===== src/rtl/stopwatch_pkg.sv =====
// Shared types and digit limits for the stopwatch counter block.
package stopwatch_pkg;

  // Control states of the run/stop/lap/clear machine.
  typedef enum logic [1:0] {
    ST_IDLE    = 2'd0,
    ST_RUNNING = 2'd1,
    ST_STOPPED = 2'd2,
    ST_LAP     = 2'd3
  } sw_state_e;

  // Terminal values of the fixed-range digits (minutes is parameterised at the top).
  localparam int unsigned TENTHS_MAX   = 9;
  localparam int unsigned SEC_ONES_MAX = 9;
  localparam int unsigned SEC_TENS_MAX = 5;

  // One BCD digit.
  typedef logic [3:0] bcd_t;

  // Full M:SS.t time value, most significant digit first.
  typedef struct packed {
    bcd_t minutes;
    bcd_t sec_tens;
    bcd_t sec_ones;
    bcd_t tenths;
  } bcd_time_t;

endpackage


===== src/rtl/stopwatch_counter_bcd_digit.sv =====
// One BCD digit of the elapsed-time cascade: counts 0..MAX, wraps, and
// reports a combinational carry so digits can be chained.
module bcd_digit
  import stopwatch_pkg::*;
#(
  parameter int unsigned MAX = 9
) (
  input  logic clock,
  input  logic reset,
  input  logic clear,
  input  logic inc,
  output bcd_t value,
  output logic carry
);

  bcd_t value_q;
  bcd_t value_d;

  // Next digit value: clear has priority, otherwise step and wrap at MAX.
  always_comb begin
    value_d = value_q;
    if (clear) begin
      value_d = '0;
    end else if (inc) begin
      if (value_q == bcd_t'(MAX)) begin
        value_d = '0;
      end else begin
        value_d = value_q + bcd_t'(1);
      end
    end
  end

  // Digit register with asynchronous active-low reset.
  always_ff @(posedge clock or negedge reset) begin
    if (!reset) begin
      value_q <= '0;
    end else begin
      value_q <= value_d;
    end
  end

  assign value = value_q;
  assign carry = inc & (value_q == bcd_t'(MAX));

endmodule


===== src/rtl/stopwatch_counter.sv =====
// Stopwatch counter: button edge detection, run/stop/lap/clear control,
// a four-digit BCD M:SS.t live count, a lap snapshot, a sticky overflow
// flag and the display mux between live count and snapshot.
module stopwatch_counter
  import stopwatch_pkg::*;
#(
  parameter int unsigned MINUTE_MAX = 9
) (
  input  logic clock,
  input  logic reset,
  input  logic pulse,
  input  logic start_stop,
  input  logic lap_clear,
  output logic run,
  output bcd_t tenths,
  output bcd_t sec_ones,
  output bcd_t sec_tens,
  output bcd_t minutes,
  output logic lap_active,
  output logic overflow
);

  // Button history flops for rising-edge detection.
  logic ss_hist_q;
  logic lc_hist_q;
  logic ss_press;
  logic lc_press;

  sw_state_e state_q;
  sw_state_e state_d;

  bcd_time_t live;
  bcd_time_t snap_q;
  bcd_time_t snap_d;
  logic      overflow_q;
  logic      overflow_d;

  logic count_en;
  logic clear_cnt;
  logic take_snap;
  logic c_tenths;
  logic c_sec_ones;
  logic c_sec_tens;
  logic c_minutes;

  // A held button yields one press; start_stop wins over a coincident lap_clear.
  assign ss_press = start_stop & ~ss_hist_q;
  assign lc_press = lap_clear & ~lc_hist_q & ~ss_press;

  // Button history registers.
  always_ff @(posedge clock or negedge reset) begin
    if (!reset) begin
      ss_hist_q <= 1'b0;
      lc_hist_q <= 1'b0;
    end else begin
      ss_hist_q <= start_stop;
      lc_hist_q <= lap_clear;
    end
  end

  // Control state register.
  always_ff @(posedge clock or negedge reset) begin
    if (!reset) begin
      state_q <= ST_IDLE;
    end else begin
      state_q <= state_d;
    end
  end

  // Next-state logic driven by the single-cycle press events.
  always_comb begin
    state_d = state_q;
    unique case (state_q)
      ST_IDLE: begin
        if (ss_press) state_d = ST_RUNNING;
      end
      ST_RUNNING: begin
        if (ss_press)      state_d = ST_STOPPED;
        else if (lc_press) state_d = ST_LAP;
      end
      ST_STOPPED: begin
        if (ss_press)      state_d = ST_RUNNING;
        else if (lc_press) state_d = ST_IDLE;
      end
      ST_LAP: begin
        if (ss_press)      state_d = ST_STOPPED;
        else if (lc_press) state_d = ST_RUNNING;
      end
      default: state_d = ST_IDLE;
    endcase
  end

  // State-decoded outputs and datapath controls; counting uses the pre-transition state.
  always_comb begin
    run        = 1'b0;
    lap_active = 1'b0;
    count_en   = 1'b0;
    clear_cnt  = 1'b0;
    take_snap  = 1'b0;
    unique case (state_q)
      ST_RUNNING: begin
        run       = 1'b1;
        count_en  = pulse;
        take_snap = lc_press;
      end
      ST_LAP: begin
        run        = 1'b1;
        lap_active = 1'b1;
        count_en   = pulse;
      end
      ST_STOPPED: begin
        clear_cnt = lc_press;
      end
      default: begin
      end
    endcase
  end

  bcd_digit #(.MAX(TENTHS_MAX)) u_tenths (
    .clock (clock),
    .reset (reset),
    .clear (clear_cnt),
    .inc   (count_en),
    .value (live.tenths),
    .carry (c_tenths)
  );

  bcd_digit #(.MAX(SEC_ONES_MAX)) u_sec_ones (
    .clock (clock),
    .reset (reset),
    .clear (clear_cnt),
    .inc   (c_tenths),
    .value (live.sec_ones),
    .carry (c_sec_ones)
  );

  bcd_digit #(.MAX(SEC_TENS_MAX)) u_sec_tens (
    .clock (clock),
    .reset (reset),
    .clear (clear_cnt),
    .inc   (c_sec_ones),
    .value (live.sec_tens),
    .carry (c_sec_tens)
  );

  bcd_digit #(.MAX(MINUTE_MAX)) u_minutes (
    .clock (clock),
    .reset (reset),
    .clear (clear_cnt),
    .inc   (c_sec_tens),
    .value (live.minutes),
    .carry (c_minutes)
  );

  // Snapshot captures the registered (pre-increment) live count on RUNNING->LAP.
  always_comb begin
    snap_d = snap_q;
    if (clear_cnt) begin
      snap_d = '0;
    end else if (take_snap) begin
      snap_d = live;
    end
  end

  // Sticky overflow: set on a full wrap of the count, cleared only by clear or reset.
  always_comb begin
    overflow_d = overflow_q;
    if (clear_cnt) begin
      overflow_d = 1'b0;
    end else if (c_minutes) begin
      overflow_d = 1'b1;
    end
  end

  // Snapshot and overflow registers.
  always_ff @(posedge clock or negedge reset) begin
    if (!reset) begin
      snap_q     <= '0;
      overflow_q <= 1'b0;
    end else begin
      snap_q     <= snap_d;
      overflow_q <= overflow_d;
    end
  end

  assign overflow = overflow_q;

  // Display shows the frozen snapshot in LAP and the live count otherwise.
  always_comb begin
    if (state_q == ST_LAP) begin
      tenths   = snap_q.tenths;
      sec_ones = snap_q.sec_ones;
      sec_tens = snap_q.sec_tens;
      minutes  = snap_q.minutes;
    end else begin
      tenths   = live.tenths;
      sec_ones = live.sec_ones;
      sec_tens = live.sec_tens;
      minutes  = live.minutes;
    end
  end

endmodule


===== config.mk =====
export PLATFORM = sky130hd
export DESIGN_NAME = stopwatch_counter
export DESIGN_NICKNAME = d
export VERILOG_FILES = /design/src/rtl/stopwatch_pkg.sv /design/src/rtl/stopwatch_counter_bcd_digit.sv /design/src/rtl/stopwatch_counter.sv
export SDC_FILE = /design/constraint.sdc
export NUM_CORES = 1
export LEC_CHECK = 0
export ABC_AREA = 1
export CAP_MARGIN = 20
export CORE_UTILIZATION = 55
export DETAILED_ROUTE_END_ITERATION = 8
export DONT_BUFFER_PORTS = 1
export GPL_TIMING_DRIVEN = 1
export PLACE_DENSITY_LB_ADDON = 0.15
export SKIP_LAST_GASP = 1
export SYNTH_ARGS = -nofsm -noshare
export SYNTH_HDL_FRONTEND = slang
export SYNTH_SLANG_ARGS = --single-unit

===== constraint.sdc =====
create_clock -name clock -period 1.8 [get_ports clock]
set_input_delay 0.54 -clock clock [delete_from_list [all_inputs] [get_ports clock]]
set_output_delay 0.54 -clock clock [all_outputs]
set_load 0.005 [all_outputs]

==> flow_summary_export.csv, run 1 <==
group,metric,value,unit
synthesis,netlist_area,2080,um2
run_status,status,"finished with violations",
synthesis,synth_commonest_cells,"nand2_1 (51), inv_1 (38), dfrtp_1 (37)",
die,start_util,60.1,%
run,cap_violations,0,
route,wl,4.56,mm
synthesis,synth-edff-count,0,
clock_network,cts_buffer_depth,2,
placement,dp_hpwl,2.67,mm
placement,io_buffer_count,0,
grt,grt_pass1_wl,7.49,mm
die,die-area,4040,um2
clock_network,clk_pin_slew,70,ps
route,dr_total_vias,1681,
critical_path,cp_max_fo,6,
synthesis,yosys.area.top_type_share,44.4,%
grt,grt_busiest_layer,"met2",
layout,antenna_cells,0,
critical_path,ff2ff_setup_slack,230,ps
grt,met1_usage,30.1,%
route,routedWlPerCell,14.9,um
layout,drive_gt1_share,22.6,%
synthesis,syn_nets,265,
timing,worst_clock_skew,7.31,ps
grt,grt_pass1_vias,1623,
die,die_w,63.5,um
power,p_per_area,1370,nW/um2
synthesis,netlist_instances,252,
die,io_pins,24,
timing,rsz0062_at_grt,"yes",
timing,setup_violations,13,
grt,grt_max_degree,38,
synthesis,synth_most_common_cell,"nand2_1",
clock_network,cts_tree,"built",
synthesis,avgSynthCellArea,8.27,um2
grt,grt_usage,24.3,%
die,dieHeight,63.5,um
route,dr.first_iter.drc_count,100,
timing,fmax,539,MHz
power,fin_total_pwr,3.34,mW
synthesis,ys_types,26,
critical_path,path_class,"reg2out",
critical_path,rr_worst_depth,7,
grt,antenna_found_initial,0,
placement,place.gp.congestion,0.839,
grt,overflow,0,
timing,relSlewSlack,76.1,%
synthesis,synth-main-ff-cell,"dfrtp_1",
clock_network,clk_latency,290,ps
synthesis,ys_seq_area_share,44.4,%
die,core-area,3470,um2
synthesis,yosys-top-cells-area,"dfrtp_1 (44%), nand2_1 (9.2%), inv_1 (6.8%), o21ai_0 (5.8%), nand3_1 (5.5%)",
clock_network,ctsHtreeMaxLevel,2,
power,vdd_drop_max,0.801,mV
route,viasPerCell,5.48,
timing,fin_crit,1850,ps
route,drc,0,
timing,hold_viol,0,
layout,nets,274,
timing,finalCritPeriodShare,103,%
critical_path,required,1260,ps
clock_network,root_buffer,"clkbuf_8",
run_status,violations,"setup timing",
critical_path,worstPathArrival,1310,ps
route,first_pass_iters,4,
die,row_count,21,
synthesis,synth_seq_cells,37,
synthesis,synth_area_leader_cell,"dfrtp_1",
placement,place_worst_setup_slack,141,ps
clock_network,cts_buffers,5,
critical_path,worstSetupEndpointType,"output pin",
grt,met2_usage,39.9,%
timing,worst_pin_slew,359,ps
min_path,min_path_type,"in2async",
synthesis,synthArstFlopShare,100,%
route,postRouteAntennaNets,0,
critical_path,cp-start-kind,"flop",
timing,drv_slew,0,
clock_network,cts_sinks,37,
grt,use_met3,6.52,%
power,leakagePower,1.23,nW
layout,area_delta_synth_final,17.2,%
timing,worst_slack,-53.6,ps
synthesis,yosys_warnings,0,
-- layout make-up --
cell class / instances / area, um2
Multi-Input combinational cell: 165 / 1050
Clock buffer: 7 / 86.3
Inverter: 41 / 154
Timing Repair Buffer: 11 / 163
Tap cell: 46 / 57.6
Fill cell: 274 / 1030
Sequential cell: 37 / 928
-- registers in the layout, indices dropped and copies added, names as in the netlist, 2 cells and up --
register	cells
snap_q	16
u_sec_ones.value	4
u_minutes.value	4
u_tenths.value	4
state_q	2
u_sec_tens.value	4
-- through the flow --
step | instance area [um2] | util, % | cells | setup TNS (ps) | hold WS, ps
final | 2440 | 70.4 | 307 | -302 | 73.3
after global routing | 2440 | 70.4 | 307 | -963 | 85.1
after CTS | 2290 | 65.9 | 305 | -105 | 87.0
after detailed placement | 2140 | 61.8 | 296 | 0 | 245
after global placement | 2140 | 61.8 | 296 | 0 | 245
after floorplan | 2080 | - | 252 | 0 | 244
-- path summary, 6_finish.rpt --
path	startpoint	to
worst min-delay path	reset	snap_q[1]
worst max-delay path	state_q[0]	sec_tens[3]
worst min register to register	snap_q[7]	snap_q[7]
min in group clock	lap_clear	lc_hist_q
worst max register to register	u_tenths.value[0]	overflow
max in group asynchronous	reset	state_q[1]
-- power by group --
group          internal (mW)  total [mW]  leakage (nW)  switching [mW]
registers               1.07        1.37         0.488           0.296
clock network          0.304       0.585        0.0443           0.281
logic                  0.595        1.39         0.694           0.796
total                   1.97        3.34          1.23            1.37
-- worst max-delay path, cell delays in order (launching register included) --
cell     delay [ps]
dfrtp_2         480
nand2_4         170
buf_12          140
nand2_1          50
o21ai_1          60
buf_4           120
-- repair_timing --
item / in CTS / in global routing
endpoints found under the hold margin: 37 / 0
setup endpoints to repair: 16 / 13
hold buffers: 1 / 0
pin swaps: 1 / 1
gates cloned: 1 / 2
resized for setup: 18 / 31
setup buffers: 0 / 0
-- cells by family (layout without fill, tap and decap cells) --
kind of cell	after synthesis	count (layout)	synth area share, %
flip-flops	37	37	44.4
adder cells (fa/ha/maj)	8	8	4.80
XOR/XNOR	6	6	2.52
AO/OA/AOI/OAI	39	39	10.2
buffers and inverters	50	59	10.4
AND/OR/NAND/NOR	112	112	27.7
-- routing by layer --
layer	vias to the layer above	wire (um)	share of wire [%]
li1	834	-	-
met2	43	2140	47
met1	794	2100	46
met5	-	0	0
met3	10	209	4.6
met4	0	113	2.5
-- layout by cell type, fill, tap and decap left out, types with 7 or more instances in the layout --
master,synthesis,routed
dfrtp_1,37,35
ha_1,8,8
inv_1,38,38
nand2_1,51,41
nand2_4,2,9
nand3_1,23,23
nand4_1,7,7
nor2_1,15,15
o21ai_0,24,8
o21ai_2,0,11
o22ai_1,13,13
Power figures use the tool's default switching activity.
==> run 2: changes to the inputs <==
CORE_ASPECT_RATIO = 0.6   (was unset)
==> flow_summary_export.csv, run 2 (synthesis results as in run 1) <==
group,metric,value,unit
layout,largest_register,"snap_q",
critical_path,required,1260,ps
route,first_pass_iters,4,
route,dr_total_vias,1631,
power,fin_total_pwr,3.11,mW
grt,antenna_found_initial,0,
timing,finalCritPeriodShare,98.3,%
critical_path,rr_worst_depth,8,
clock_network,cts_buffer_depth,2,
clock_network,clk_latency,290,ps
critical_path,ff2ff_setup_slack,230,ps
timing,rsz0062_at_grt,"yes",
grt,overflow,0,
layout,final_common_cell,"nand2_1",
layout,largest_reg_flops,16,
route,dr.first_iter.drc_count,88,
layout,layoutNonFillerInstCount,309,
timing,worst_slack,31.2,ps
route,wl,4.45,mm
layout,layout_common_cells,"nand2_1 (50), inv_1 (38), dfrtp_1 (37), o21ai_0 (23), nand3_1 (23)",
layout,antenna_cells,0,
timing,worst_pin_slew,300,ps
min_path,min_path_type,"in2async",
timing,whs,78.7,ps
die,die-area,4050,um2
clock_network,cts_sinks,37,
run,cap_violations,0,
placement,place.gp.congestion,0.853,
critical_path,r2r_start,"state_q[0]",
route,viasPerCell,5.28,
critical_path,cp-start-kind,"flop",
run_status,status,"completed",
placement,dpl-instance-area,2160,um2
layout,fin_area,2320,um2
clock_network,clk_pin_slew,70,ps
power,leakagePower,1.18,nW
placement,dp_hpwl,3.03,mm
grt,grt_pass1_vias,1474,
die,row_count,16,
route,drc,0,
placement,dp_cells,298,
die,start_util,60.9,%
timing,fin_tns_setup,0,ps
timing,worst_clock_skew,3.40,ps
layout,fin_util,67.7,%
die,die_w,81.5,um
grt,grt_pass1_wl,7.41,mm
clock_network,ctsHtreeMaxLevel,2,
timing,setup_violations,0,
route,routedWlPerCell,14.4,um
route,wl_met3,228,um
route,postRouteAntennaNets,0,
timing,fmax,565,MHz
placement,io_buffer_count,0,
clock_network,root_buffer,"clkbuf_8",
critical_path,timing.rr.end,"snap_q[10]",
timing,drv_slew,0,
placement,place_worst_setup_slack,169,ps
power,vdd_drop_max,0.750,mV
timing,fin_crit,1770,ps
critical_path,worstPathArrival,1230,ps
critical_path,path_class,"reg2out",
route,dr_wl_met2,1.80,mm
route,wl_met1,2.40,mm
die,io_pins,24,
grt,grt_usage,25.0,%
power,p_per_area,1340,nW/um2
layout,area_delta_synth_final,11.3,%
critical_path,cp_max_fo,11,
die,core-area,3420,um2
critical_path,worstSetupEndpointType,"output pin",
grt,grt_max_degree,38,
die,dieHeight,49.7,um
layout,nets,277,
layout,drive_gt1_share,14.8,%
route,top_layer,"met4",
timing,relSlewSlack,79.8,%
clock_network,cts_tree,"built",
timing,hold_viol,0,
clock_network,cts_buffers,5,
-- run 2: cell types whose count changed in the layout (fill, tap and decap cells not counted), sizes merged --
cell / before / now
clkbuf: 9 / 8
buf: 9 / 13
-- run 2: cell type report --
class | count | area (um2)
inverters | 41 | 154
well taps | 45 | 56.3
flip-flops and latches | 37 | 926
repair buffers | 14 | 148
fillers | 276 | 1100
clock buffers | 7 | 86.3
multi-input cells | 165 | 948
-- run 2: worst max path at each step --
stage                     startpoint     endpoint  slack [ps]  cells after the start
after floorplan           state_q[0]   minutes[3]         250                      4
after global placement     lap_clear    snap_q[8]         260                      6
after detailed placement   lap_clear   snap_q[10]         170                      7
after CTS                 state_q[0]  sec_ones[2]          20                      5
after global routing      state_q[0]  sec_ones[1]         -30                      5
final                     state_q[1]  sec_ones[2]          30                      5
-- run 2: routing by layer --
layer	track usage (%)	up-vias
li1	-	841
met3	6.11	3
met2	33.5	40
met4	6.25	0
met1	39.7	747
met5	0	-
-- run 2: worst max-delay path, cell delays in order, from the launching register on --
cell and delay, ps:
dfrtp_1 410, nand2_4 120, buf_12 140, nand2_1 50, o21ai_1 80, buf_4 130
-- run 2: repair_timing --
item                                    CTS  global route
pin swaps                                 0             1
setup buffers                             2             0
endpoints found under the hold margin    37             0
endpoints found under the setup margin    8             2
gates cloned                              0             1
hold buffers                              1             0
resized for setup                         1             2
-- run 2: where the power goes --
group,internal (mW),leakage (nW),switching [mW]
clock,0.304,0.0443,0.287
combinational,0.507,0.644,0.720
sequential,1.07,0.490,0.225
total,1.88,1.18,1.23
